File: config.mk
export PLATFORM = sky130hd
export DESIGN_NAME = mc14500b_sequencer
export DESIGN_NICKNAME = d
export VERILOG_FILES = /design/src/rtl/mc14500b_pkg.sv /design/src/rtl/mc14500b_ret_stack.sv /design/src/rtl/mc14500b_sequencer.sv
export SDC_FILE = /design/constraint.sdc
export NUM_CORES = 1
export LEC_CHECK = 0
export ABC_AREA = 1
export CORE_MARGIN = 2
export CORE_UTILIZATION = 55
export CTS_CLUSTER_DIAMETER = 40
export CTS_CLUSTER_SIZE = 16
export DETAILED_ROUTE_END_ITERATION = 8
export HOLD_SLACK_MARGIN = 0.05
export PLACE_DENSITY_LB_ADDON = 0.08
export SLEW_MARGIN = 20
export SYNTH_ARGS = -nofsm -noshare
export SYNTH_HDL_FRONTEND = slang
export SYNTH_SLANG_ARGS = --single-unit
File: constraint.sdc
create_clock -name clk_in -period 5.5 [get_ports clk_in]
set_clock_uncertainty 0.1 [all_clocks]
set_input_delay 1.1 -clock clk_in [delete_from_list [all_inputs] [get_ports clk_in]]
set_output_delay 1.1 -clock clk_in [all_outputs]
set_load 0.01 [all_outputs]
File: src/rtl/mc14500b_pkg.sv
// Shared constants for the MC14500B program sequencer: opcodes, default sizes
// and the layout of a program word ({opcode, operand}).
package mc14500b_pkg;

    localparam int PC_W_DEFAULT      = 8;
    localparam int STK_DEPTH_DEFAULT = 4;

    // Program word layout: opcode sits directly above the PC_W-wide operand.
    localparam int OPC_W    = 4;
    localparam int OPND_LSB = 0;

    typedef enum logic [3:0] {
        OP_NOPO = 4'h0,
        OP_LD   = 4'h1,
        OP_LDC  = 4'h2,
        OP_AND  = 4'h3,
        OP_ANDC = 4'h4,
        OP_OR   = 4'h5,
        OP_ORC  = 4'h6,
        OP_XNOR = 4'h7,
        OP_STO  = 4'h8,
        OP_STOC = 4'h9,
        OP_IEN  = 4'hA,
        OP_OEN  = 4'hB,
        OP_JMP  = 4'hC,
        OP_RTN  = 4'hD,
        OP_SKZ  = 4'hE,
        OP_NOPF = 4'hF
    } opcode_e;

endpackage

File: src/rtl/mc14500b_ret_stack.sv
// Return-address LIFO for the sequencer. Overflowing pushes and underflowing
// pops leave the contents untouched and are only reported.
module mc14500b_ret_stack
    import mc14500b_pkg::*;
#(
    parameter int W     = PC_W_DEFAULT,
    parameter int DEPTH = STK_DEPTH_DEFAULT
) (
    input  logic         clk_in,
    input  logic         rst,
    input  logic         push,
    input  logic         pop,
    input  logic [W-1:0] push_data,
    output logic [W-1:0] top_data,
    output logic [2:0]   depth,
    output logic         overflow,
    output logic         underflow
);

    logic [W-1:0] mem_q [DEPTH];
    logic [W-1:0] mem_d [DEPTH];
    logic [2:0]   depth_q;
    logic [2:0]   depth_d;
    logic         full;
    logic         empty;

    assign full      = (depth_q == 3'(DEPTH));
    assign empty     = (depth_q == 3'd0);
    assign overflow  = push & full;
    assign underflow = pop & empty;
    assign depth     = depth_q;

    always_comb begin
        mem_d   = mem_q;
        depth_d = depth_q;
        if (pop && !empty) begin
            depth_d = depth_q - 3'd1;
        end else if (push && !full) begin
            for (int i = 0; i < DEPTH; i++) begin
                if (depth_q == 3'(i)) begin
                    mem_d[i] = push_data;
                end
            end
            depth_d = depth_q + 3'd1;
        end
    end

    always_comb begin
        top_data = '0;
        for (int i = 0; i < DEPTH; i++) begin
            if (depth_q == 3'(i + 1)) begin
                top_data = mem_q[i];
            end
        end
    end

    always_ff @(posedge clk_in or negedge rst) begin
        if (!rst) begin
            depth_q <= 3'd0;
            for (int i = 0; i < DEPTH; i++) begin
                mem_q[i] <= '0;
            end
        end else begin
            depth_q <= depth_d;
            mem_q   <= mem_d;
        end
    end

endmodule

File: src/rtl/mc14500b_sequencer.sv
// Program counter, operand latch and call/return stack wrapped around an
// MC14500B ICU. Only fetch edges (state_in low) change any state.
module mc14500b_sequencer
    import mc14500b_pkg::*;
#(
    parameter int PC_W      = PC_W_DEFAULT,
    parameter int STK_DEPTH = STK_DEPTH_DEFAULT
) (
    input  logic                  clk_in,
    input  logic                  rst,
    input  logic                  state_in,
    input  logic                  JMP,
    input  logic                  RTN,
    input  logic                  FLGF,
    output logic [PC_W-1:0]       prog_addr,
    input  logic [PC_W+OPC_W-1:0] prog_data,
    output logic [OPC_W-1:0]      I,
    output logic [PC_W-1:0]       io_addr,
    output logic [2:0]            stk_depth,
    output logic                  stk_err
);

    logic [PC_W-1:0] pc_q, pc_d;
    logic [PC_W-1:0] opnd_q, opnd_d;
    logic            err_q, err_d;
    logic [PC_W-1:0] pc_inc;
    logic [PC_W-1:0] stk_top;
    logic            fetch;
    logic            push;
    logic            pop;
    logic            overflow;
    logic            underflow;

    assign fetch  = ~state_in;
    assign pc_inc = pc_q + PC_W'(1);
    // RTN outranks JMP, which outranks the NOPF call.
    assign pop    = fetch & RTN;
    assign push   = fetch & FLGF & ~JMP & ~RTN;

    mc14500b_ret_stack #(
        .W     (PC_W),
        .DEPTH (STK_DEPTH)
    ) u_stack (
        .clk_in    (clk_in),
        .rst       (rst),
        .push      (push),
        .pop       (pop),
        .push_data (pc_inc),
        .top_data  (stk_top),
        .depth     (stk_depth),
        .overflow  (overflow),
        .underflow (underflow)
    );

    always_comb begin
        pc_d   = pc_q;
        opnd_d = opnd_q;
        err_d  = err_q;
        if (fetch) begin
            opnd_d = prog_data[OPND_LSB +: PC_W];
            if (RTN) begin
                pc_d = underflow ? pc_inc : stk_top;
            end else if (JMP || FLGF) begin
                pc_d = opnd_q;
            end else begin
                pc_d = pc_inc;
            end
            if (overflow || underflow) begin
                err_d = 1'b1;
            end
        end
    end

    always_ff @(posedge clk_in or negedge rst) begin
        if (!rst) begin
            pc_q   <= '0;
            opnd_q <= '0;
            err_q  <= 1'b0;
        end else begin
            pc_q   <= pc_d;
            opnd_q <= opnd_d;
            err_q  <= err_d;
        end
    end

    assign prog_addr = pc_q;
    assign io_addr   = opnd_q;
    assign I         = prog_data[PC_W +: OPC_W];
    assign stk_err   = err_q;

endmodule

==> metrics <==
status=finished, final reports clean; fin crit share=0.608; Synth top area share=0.454; hold buffer count at CTS=0; WL/cell=14.1 um; share of layout cells above drive strength 1=0.0914; Starting Density=0.564; 1st-iter DRT viols=189; top_reg_cell synth=dfrtp_1; Hold Crit Class=flip-flop to flip-flop; layer with the highest usage=met2; worst rel slew slack=0.346; TritonCTS clock tree=built; final setup vio count=0; worst-case reg-to-reg path depth=9; clock sinks=52; commonest non-fill, non-tap cell in the layout=nand2_1; vias in the first global route=2403; clk root buf=clkbuf_8; met3 Usage GRT=0.0427; Seq/Total Area, Yosys=0.454; Core ar.=5070 sq um; Arr. time, crit path=3.48 ns; GRT Total Usage=0.246; synth unique cells=33; R2R setup slack=3.22 ns; fin. max-slew vios=0; critical path required time=5.64 ns; drt pass-1 iters=4; P_leak=1.65 nW; final instance area=3320 sq um; placed cells=467; initial antenna violation count=0; origin of the critical flop-to-flop path=u_stack.depth[0]; via count=2497; Max-Cap Viols=0; Peak supply drop=0.000241 V; Num CTS Buffers=5; DRC=0; fin cells=475; RR Endpoint=u_stack.mem_q[2]; Post-Route WL=6680 um; Final Net Count=429; Synth area leaders=dfrtp_1 (45%), nand2_1 (18%), nand3_1 (4.2%); Die Ht=76.2 um; Startpoint Class=primary input; Via-to-Cell Ratio=5.26; H-tree depth=2; met1 Use GR=0.348; Peak Freq=299 MHz; PwrDens=455 nW/um^2; maximum buffer depth of the clock tree=2; placement row count=26; CP Class=primary input to flip-flop; clock period minus worst slack=3.35 ns; min-delay src=u_stack.mem_q[1]; first-pass GRT wire length=11400 um; Area Growth Syn to Fin=15.8%; Post-DRT Antenna Nets=0; yosys warns=0; setup repair bufs after CTS=0; worst hold path cell count=2; Crit. End Element=flip-flop; M2 GR Usage=0.391; Gate Count Post-Synth=376; setup TNS=0 ns; filler cell count=453; most frequent cells in the layout=nand2_1 (135), dfrtp_1 (52), inv_1 (32), clkdlybuf4s50_1 (32), nor2_1 (29); hold endpoint=u_stack.mem_q[1]; Placer Congestion=0.882; Hold Vio Cnt, Final=0; clock-pin slew on the worst setup and hold paths=0.10 ns; syn nets=401; crit path setup slack, layout=2.15 ns; Clock Latency Late Sink=0.31 ns; dpl cell area=3190 sq um; Die X=76.2 um; IO Pins=42; crit-path max FO=20; pre-CTS setup slack=1.80 ns; Synth area leader=dfrtp_1; HPWL Detailed=4820 um; I/O Buffers=33; async set-reset flop share out of synthesis=1.00; Post-synth EDFFs=0; Hold Slack=0.389 ns; #FFs+latches synth=52; total grt overflow=0; # resized after CTS=0; Synth Area per Inst=7.62 sq um; die area=5800 sq um; largest net degree at the start of global routing=53; Least-Margin Pin Slew=0.977 ns; Cell Area, Synth=2860 sq um; number of diodes=0; RSZ-0062 raised after global routing=no
-- area by class of cell --
type / instances / area (sq um) / share of cell area
Tap cell: 70 / 87.6 / 0.0264
Inverter: 37 / 140 / 0.0422
Clock inverter: 1 / 30.0 / 0.00905
Timing Repair Buffer: 34 / 333 / 0.100
Sequential cell: 52 / 1300 / 0.392
Multi-Input combinational cell: 274 / 1330 / 0.401
Clock buffer: 7 / 96.3 / 0.0290
-- cells in the mapped netlist (all sizes together), types with 2 or more instances --
cell and number:
nand2 139, dfrtp 52, inv 36, nor2 34, o21ai 29, nand3 27
a21oi 20, buf 12, ha 7, o211ai 3, xor2 3, a31oi 2
nand4 2, or2 2
-- cell families after synthesis --
group                      share of synthesized area
adders and majority gates                     0.0306
AOI/OAI and AO/OA                              0.112
and+or+nand+nor                                0.306
buffers and inverters                         0.0817
DFF                                            0.454
xor gates and xnor gates                      0.0149
-- worst max-delay path by stage --
stage	endpoint	depth (start not counted)	slack (ns)	startpoint
after floorplan	I[0]	1	3.08	prog_data[8]
after global routing	u_stack.mem_q[7]	8	1.88	state_in
after detailed placement	u_stack.mem_q[2]	8	1.80	state_in
after CTS	u_stack.mem_q[2]	8	2.13	state_in
after global placement	u_stack.mem_q[2]	8	1.89	state_in
final	u_stack.mem_q[2]	8	2.15	state_in
-- worst max-delay path: stages --
cell and delay (ns):
clkdlybuf4s50_1 0.75, inv_1 0.53, nand3_2 0.24, nor2_4 0.20
nand2_1 0.28, inv_1 0.23, nand2_1 0.06, o21ai_0 0.09
-- power breakdown --
group / leakage, nW / internal, W / total, W / switching, W
clock network: 0.0645 / 0.000161 / 0.000287 / 0.000126
registers: 0.642 / 0.000508 / 0.000617 / 0.000109
logic: 0.946 / 0.000238 / 0.000605 / 0.000366
-- per-layer routing --
metal  up-vias  wire [um]
li1       1242          -
met1      1173       3040
met2        71       3150
met3        11        377
met4         0        110
met5         -          0
-- sequential cells by signal, summed over array words and instances, names as in the netlist --
name           count
prog_addr          8
io_addr            8
u_stack.depth      3
u_stack.mem_q     32
stk_err            1
-- per-stage QoR --
stage	utilization	total power (W)
2_1_floorplan	-	0.00101
3_3_place_gp	0.629	0.00122
3_5_place_dp	0.629	0.00123
4_1_cts	0.654	0.00151
5_1_grt	0.654	0.00163
6_report	0.654	0.00151
Power figures use the tool's default switching activity.
